**src/rtl/wb_stage.sv**
```systemverilog
// Writeback stage: selects result source, waits on load data, drives the register-file write port one cycle after capture.
// Optional macro WB_FWD_EN adds a same-cycle forwarding port mirroring the slot being captured.
module wb_stage (
  input  logic        clk,
  input  logic        rst_n,
  input  logic        valid_in,
  input  logic        flush_in,
  input  logic        mem_rd_in,
  input  logic        mem_rvalid_in,
  input  logic [15:0] mem_rdata_in,
  input  logic [15:0] alu_res_in,
  input  logic [15:0] pc2_in,
  input  logic [15:0] imm_eff_in,
  input  logic        rf_we_in,
  input  logic [2:0]  rf_waddr_in,
  input  logic [1:0]  wb_sel_in,
  output logic        stall_out,
  output logic        rf_we_out,
  output logic [2:0]  rf_waddr_out,
  output logic [15:0] rf_wdata_out,
  output logic [15:0] retire_cnt_out
`ifdef WB_FWD_EN
  ,
  output logic        fwd_valid_out,
  output logic [2:0]  fwd_addr_out,
  output logic [15:0] fwd_data_out
`endif
);

  typedef enum logic [0:0] {IDLE, WAIT_RD} state_t;

  state_t      r_state;
  state_t      w_next_state;
  logic        w_stall;
  logic        w_capture;
  logic        w_from_hold;
  logic        w_load_wait;

  logic        r_h_we;
  logic [2:0]  r_h_waddr;
  logic [1:0]  r_h_sel;
  logic [15:0] r_h_alu;
  logic [15:0] r_h_pc2;
  logic [15:0] r_h_imm;

  logic        w_cap_we;
  logic [2:0]  w_cap_addr;
  logic [1:0]  w_cap_sel;
  logic [15:0] w_cap_data;

  logic        r_rf_we;
  logic [2:0]  r_rf_waddr;
  logic [15:0] r_rf_wdata;
  logic [15:0] r_retire_cnt;

  always_ff @(posedge clk or negedge rst_n) begin
    if (!rst_n) r_state <= IDLE;
    else        r_state <= w_next_state;
  end

  always_comb begin
    w_next_state = r_state;
    w_stall      = 1'b0;
    w_capture    = 1'b0;
    w_from_hold  = 1'b0;
    w_load_wait  = 1'b0;
    case (r_state)
      IDLE: begin
        if (valid_in && !flush_in) begin
          if (mem_rd_in && !mem_rvalid_in) begin
            w_stall      = 1'b1;
            w_load_wait  = 1'b1;
            w_next_state = WAIT_RD;
          end else begin
            w_capture = 1'b1;
          end
        end
      end
      WAIT_RD: begin
        // Flush wins over a coincident rvalid; the load is simply dropped.
        if (flush_in) begin
          w_next_state = IDLE;
        end else if (mem_rvalid_in) begin
          w_capture    = 1'b1;
          w_from_hold  = 1'b1;
          w_next_state = IDLE;
        end else begin
          w_stall = 1'b1;
        end
      end
      default: w_next_state = IDLE;
    endcase
  end

  always_ff @(posedge clk or negedge rst_n) begin
    if (!rst_n) begin
      r_h_we    <= 1'b0;
      r_h_waddr <= 3'd0;
      r_h_sel   <= 2'd0;
      r_h_alu   <= 16'd0;
      r_h_pc2   <= 16'd0;
      r_h_imm   <= 16'd0;
    end else if (w_load_wait) begin
      r_h_we    <= rf_we_in;
      r_h_waddr <= rf_waddr_in;
      r_h_sel   <= wb_sel_in;
      r_h_alu   <= alu_res_in;
      r_h_pc2   <= pc2_in;
      r_h_imm   <= imm_eff_in;
    end
  end

  assign w_cap_we   = w_from_hold ? r_h_we    : rf_we_in;
  assign w_cap_addr = w_from_hold ? r_h_waddr : rf_waddr_in;
  assign w_cap_sel  = w_from_hold ? r_h_sel   : wb_sel_in;

  always_comb begin
    w_cap_data = 16'd0;
    case (w_cap_sel)
      2'b00:   w_cap_data = w_from_hold ? r_h_alu : alu_res_in;
      2'b01:   w_cap_data = mem_rdata_in;
      2'b10:   w_cap_data = w_from_hold ? r_h_pc2 : pc2_in;
      default: w_cap_data = w_from_hold ? r_h_imm : imm_eff_in;
    endcase
  end

  always_ff @(posedge clk or negedge rst_n) begin
    if (!rst_n) begin
      r_rf_we      <= 1'b0;
      r_rf_waddr   <= 3'd0;
      r_rf_wdata   <= 16'd0;
      r_retire_cnt <= 16'd0;
    end else begin
      r_rf_we <= w_capture & w_cap_we;
      if (w_capture) begin
        r_rf_waddr   <= w_cap_addr;
        r_rf_wdata   <= w_cap_data;
        r_retire_cnt <= r_retire_cnt + 16'd1;
      end
    end
  end

  // Combinational outputs are gated so reset forces them low even with live inputs.
  assign stall_out      = w_stall & rst_n;
  assign rf_we_out      = r_rf_we;
  assign rf_waddr_out   = r_rf_waddr;
  assign rf_wdata_out   = r_rf_wdata;
  assign retire_cnt_out = r_retire_cnt;

`ifdef WB_FWD_EN
  assign fwd_valid_out = w_capture & w_cap_we & rst_n;
  assign fwd_addr_out  = rst_n ? w_cap_addr : 3'd0;
  assign fwd_data_out  = rst_n ? w_cap_data : 16'd0;
`endif

endmodule

```
**config.mk**
```make
export PLATFORM = sky130hd
export DESIGN_NAME = wb_stage
export DESIGN_NICKNAME = d
export VERILOG_FILES = /design/src/rtl/wb_stage.sv
export SDC_FILE = /design/constraint.sdc
export NUM_CORES = 1
export LEC_CHECK = 0
export BUFFER_PORTS_ARGS = -buffer_cell sky130_fd_sc_hd__buf_2
export CORE_MARGIN = 4
export CORE_UTILIZATION = 58
export DETAILED_ROUTE_END_ITERATION = 12
export GPL_ROUTABILITY_DRIVEN = 0
export GPL_TIMING_DRIVEN = 0
export PLACE_DENSITY = 0.95
export SLEW_MARGIN = 20
export SYNTH_ARGS = -nofsm -noshare
export SYNTH_HDL_FRONTEND = slang
export SYNTH_SLANG_ARGS = --single-unit
```
**constraint.sdc**
```tcl
create_clock -name clk -period 5.6 [get_ports clk]
set_input_delay 1.68 -clock clk [delete_from_list [all_inputs] [get_ports clk]]
set_output_delay 1.68 -clock clk [all_outputs]
set_load 0.01 [all_outputs]
```
# Word-level counts from Yosys, hierarchy flattened

Cells that the tools add are included.

Reductions and logical operators: 5
Bitwise gates (word level): 3
Equal/unequal tests: 2
Muxes and demuxes: 19
Add/sub/neg operators: 1
Divide/modulo/power cells: 0
Shift-type cells: 0
Order comparisons: 0
Multiply operators: 0

Operator list:

| kind                    | number |
|---|---|
| $mux W16                | 3 |
| $pmux W16 S3            | 1 |
| $add A16 B1 Y16 const B | 1 |
| $mux W1                 | 11 |
| $pmux W1 S2             | 2 |
| $mux W3                 | 1 |
| $and A1 B1 Y1           | 2 |
| $eq A2 B1 Y1 const B    | 1 |
| $eq A2 B2 Y1 const B    | 1 |
| $logic_and A1 B1 Y1     | 2 |
| $logic_not A1 Y1        | 2 |
| $logic_not A2 Y1        | 1 |
| $mux W2                 | 1 |
| $not A1 Y1              | 1 |

Register bits after elaboration: 91
Memories: 0
Memory bits (read-only): 0
Logic and storage cells: 41
Input bits: 76
RAM bits: 0
Output and inout bits: 37
Bits in latches: 0

# Longest topological paths before layout

Depth after elaboration: 6
Mapped depth: 7
Gate-level depth less buffers: 4

# Worst setup path after synthesis

OpenSTA, ideal clock, no wires.

Path kind: input to output
From: in mem_rvalid_in
To: out stall_out
Buffers on the path: 2
Data required time: 3.920 ns
Stages on the path: 6
Slack: 1.197 ns
Data arrival time: 2.723 ns
Path through: nand2b_1 > or3b_1 > buf_4 > buf_6 > o21ai_1 > and2_1

Word-level cells in the longest chain between the ends: 6
Elaborated cells between the ends (all ways): 8
Those cells by class: 5 x mux; 1 x bitwise; 2 x reduce/logical

RTL lines:

| what                 | RTL line | text |
|---|---|---|
| from (decl)          | 9        | `input logic mem_rvalid_in,` |
| $logic_not A1 Y1     | 70       | `if (mem_rd_in && !mem_rvalid_in) begin` |
| $logic_and A1 B1 Y1  | 70       |  |
| $mux W1 (2 in a row) | n/a      |  |
| $pmux W1 S2 (*)      | n/a      |  |
| via w_next_state     | 33       | `state_t w_next_state;` |
| $and A1 B1 Y1 (*)    | 144      | `assign stall_out = w_stall & rst_n;` |
| to (decl)            | 17       | `output logic stall_out,` |

Mark *: on every way through the listed nets, which the timed path passes. The rest lies on a longest branch.

# Final worst setup path

Ends and elaborated chain as after synthesis.

==> results.py <==
metrics = {
    "status": {
        "status": "complete, no violations",
    },
    "pwr": {
        "p_clk_share_pct": 25.4,
        "switchingPower_uw": 549,
        "power_per_cell_area_mw_per_mm2": 314,
        "internal_uw": 1210,
        "ir_drop_uv": 175,
        "p_leak_uw": 0.00263,
        "pwr-share-comb_pct": 24.6,
        "p_sw_share_pct": 31.2,
        "share_seq_of_total_power_pct": 50.1,
    },
    "synthesis": {
        "synth-xor-area-share_pct": 2.80,
        "synth_mux_area_share_pct": 19.5,
        "main_combinational_cell_family_by_area_after_synthesis": "multiplexers",
        "synth_seq_area_share_pct": 48.5,
        "synth.cell_area_mm2": 0.00470,
        "yosys.cell_types.count": 45,
        "synth_fp_nets": 464,
        "synthArstFlopShare_pct": 100,
        "number_of_enable_type_register_cells_in_the_synthesized_netlist": 0,
        "yosysWarningCount": 0,
        "synth_fa_ha_area_share_pct": 0.266,
        "postSynthRegisterBits": 91,
        "post_synth.cell_area_avg_um2": 12.1,
        "ys.flop_type": "sky130_fd_sc_hd__dfrtp_1",
        "synth_compound_gate_area_share_pct": 13.3,
        "synthCells": 387,
        "post_synth_and_or_nand_nor_area_fraction_pct": 11.7,
    },
    "sta": {
        "achievable-frequency_ghz": 0.207,
        "report.final.hold_viol_count": 0,
        "setup_tns_ns": 0,
        "finalCritPeriodShare_pct": 86.2,
        "worst-slew-pin-transition_ns": 0.724,
        "final_max_slew_viol_count": 0,
        "max_slew_margin_pct": 51.7,
        "finalSetupViolCount": 0,
        "final.min_clock_period_ns": 4.83,
        "fin_worst_skew_ns": 0.00921,
        "rsz0062_at_grt": "false",
        "layout_setup_ws_ns": 0.774,
    },
    "worst_setup_path": {
        "worst_reg2reg_path_depth": 5,
        "critPathCaptureType": "output pin",
        "worst_ep_arrival_time_ns": 3.15,
        "worst_path_largest_cell_delay_ns": 0.36,
        "worst_path_most_repeated_cell": "sky130_fd_sc_hd__buf_2",
        "critPathMaxFanout": 10,
        "timing.critical_path.to": "stall_out",
        "worstReg2RegEnd": "rf_wdata_out[12]$_DFFE_PN0P_",
        "critical_path.top_delay_family": "simple AND/OR/NAND/NOR gates",
        "worst_path_required_time_ns": 3.92,
        "critical_path.startpoint": "mem_rvalid_in",
        "crit_path_cell_trace": "buf_2, nand2b_1, or3b_1, buf_4, buf_6, o21ai_1, and2_1, buf_2",
        "worst_path_max_delay_cell": "sky130_fd_sc_hd__or3b_1",
        "regToRegSetupSlack_ns": 3.52,
        "cp_num_buf_inv": 4,
        "worst_r2r_startpoint": "r_h_sel[1]$_DFFE_PN0P_",
        "worstSetupStartpointType": "input port",
        "path_depth": 8,
        "timing.setup.critical_path_class": "in -> out",
    },
    "detailed_routing": {
        "vias_per_cell": 6.19,
        "route.detailed.wl_per_inst_um": 20.9,
        "vias": 3822,
        "wirelength_um": 12900,
        "dr.first_iter.drc_count": 306,
        "first_pass_iteration_count_of_the_detailed_router": 5,
        "antenna_violating_nets_post_route": 0,
        "remaining_drc_errors": 0,
    },
    "die": {
        "top_level_i_o_count": 113,
        "core.rowCount": 32,
        "fp.dieH_um": 98,
        "initial_core_util_pct": 60.2,
        "coreArea_mm2": 0.00781,
        "fp.dieArea_mm2": 0.00960,
        "die_outline_width_um": 98,
    },
    "final_layout": {
        "drive_above_1_share_pct": 38.1,
        "postLayoutCoreUtil_pct": 71.8,
        "area.growth.synth_to_final_pct": 19.3,
        "nFillCells": 530,
        "commonest_cells_after_routing_fill_and_taps_aside": "120 x sky130_fd_sc_hd__buf_2, 91 x sky130_fd_sc_hd__dfrtp_1, 39 x sky130_fd_sc_hd__mux2_1",
        "layout.cells.most_common": "sky130_fd_sc_hd__buf_2",
        "final_cell_count_no_fill": 617,
        "layout.nets": 587,
        "final_design_instance_area_without_fill_mm2": 0.00561,
    },
    "clocking": {
        "clock_tree_from_tritoncts": "done",
        "clockBufferDepth": 2,
        "h-tree-depth": 3,
        "cts_hold_buffers": 0,
        "cts-resized-gates": 0,
        "post_cts_buffers": 0,
        "cts_root_buffer": "sky130_fd_sc_hd__clkbuf_8",
        "clock_latency_ns": 0.37,
        "path_clk_slew_ns": 0.08,
        "cts_buffers": 9,
        "numClockSinks": 91,
    },
    "global_route": {
        "grt_pass1_wl_um": 21200,
        "grt_max_degree": 54,
        "grt_util_all_layers_pct": 27.9,
        "via_count_of_the_first_global_routing_pass": 4112,
        "antenna_found_initial": 1,
        "overflow": 0,
    },
    "placed_design": {
        "placed_cells_incl_taps": 601,
        "hpwlAfterDp_um": 9170,
        "buffer_ports.inserted": 111,
        "dpl_worst_slack_ns": 0.797,
        "post_dp_cell_area_mm2": 0.00541,
    },
    "min_path": {
        "min-delay-path-class": "reg -> reg",
    },
    "run": {
        "max_cap_viols": 0,
    },
}
## through the flow
stage / total power, uW / hold slack, ns
after floorplan: 1140 / 0.457
after CTS: 1760 / 0.482
after global routing: 1840 / 0.506
after detailed placement: 1320 / 0.463
after global placement: 1280 / 0.459
final: 1760 / 0.475
## area by class of cell
| type | count | area [um^2] | share of cell area, % |
|---|---|---|---|
| flip-flops and latches | 91 | 2280 | 40.6 |
| multi-input cells | 264 | 2230 | 39.8 |
| repair buffers | 112 | 586 | 10.4 |
| plain buffers | 30 | 181 | 3.24 |
| well taps | 102 | 128 | 2.28 |
| clock buffers | 9 | 124 | 2.21 |
| clock inverters | 6 | 67.6 | 1.21 |
| inverters | 2 | 7.51 | 0.134 |
| diodes | 1 | 2.50 | 0.0446 |
## synthesized netlist by cell type (all sizes together), types with 2 or more instances
| cell type | instances | area share (%) |
|---|---|---|
| dfrtp | 91 | 48 |
| mux2 | 76 | 19 |
| nand2 | 23 | 1.8 |
| nor3 | 21 | 2.2 |
| buf | 19 | 3.0 |
| o31ai | 16 | 2.6 |
| nor2b | 14 | 1.9 |
| a221oi | 11 | 3.1 |
| a22oi | 11 | 1.8 |
| clkbuf | 11 | 0.88 |
| o41ai | 11 | 2.1 |
| or3 | 11 | 1.5 |
| xnor2 | 9 | 1.7 |
| nor2 | 7 | 0.56 |
| a21o | 6 | 0.96 |
| xor2 | 6 | 1.1 |
| o22ai | 5 | 0.67 |
| o32ai | 5 | 0.93 |
| nand3 | 4 | 0.43 |
| nand4 | 4 | 0.67 |
| a31oi | 3 | 0.40 |
| nand2b | 3 | 0.40 |
| inv | 2 | 0.16 |
| or2 | 2 | 0.27 |
| or3b | 2 | 0.37 |
## metal layers
| layer | share of wire (%) | global-route usage [%] |
|---|---|---|
| met1 | 38 | 35.8 |
| met2 | 50 | 46.3 |
| met3 | 8.8 | 4.86 |
| met4 | 3.0 | 12.2 |
| met5 | 0 | 1.03 |
## worst min path at each step
stage	start	end	slack, ns	cells past startpoint
global placement	retire_cnt_out[15]$_DFFE_PN0P_	retire_cnt_out[15]$_DFFE_PN0P_	0.46	1
floorplan	r_h_imm[10]$_DFFE_PN0P_	r_h_imm[10]$_DFFE_PN0P_	0.46	1
finish	rf_wdata_out[13]$_DFFE_PN0P_	rf_wdata_out[13]$_DFFE_PN0P_	0.48	2
CTS	rf_wdata_out[13]$_DFFE_PN0P_	rf_wdata_out[13]$_DFFE_PN0P_	0.48	2
global route	rf_wdata_out[13]$_DFFE_PN0P_	rf_wdata_out[13]$_DFFE_PN0P_	0.51	2
detailed placement	rf_wdata_out[13]$_DFFE_PN0P_	rf_wdata_out[13]$_DFFE_PN0P_	0.46	2
## power groups by stage
stage,clock network (uW),logic (uW),registers (uW)
global placement,0,404,877
detailed placement,0,428,889
CTS,449,434,878
global route,477,474,895
floorplan,0,251,888
finish,446,433,882
## state kept, by name, summed over array words and instances, names as in the netlist
name	count
r_h_alu	16
r_h_imm	16
r_h_pc2	16
retire_cnt_out	16
rf_wdata_out	16
r_h_waddr	3
rf_waddr_out	3
r_h_sel	2
r_h_we	1
r_state	1
rf_we_out	1
## worst min-delay path: stages (launching register included)
cell                      delay, ns
sky130_fd_sc_hd__dfrtp_1       0.34
sky130_fd_sc_hd__nand2_1       0.05
sky130_fd_sc_hd__o31ai_1       0.05
## kinds of logic (layout without fill, tap and decap cells)
group,Yosys count,count (layout)
AOI/OAI and AO/OA,73,73
xor gates and xnor gates,15,15
adders and majority gates,1,1
buffers and inverters,32,159
DFF,91,91
muxes,77,77
other,0,1
and+or+nand+nor,98,98
Power figures use the tool's default switching activity.
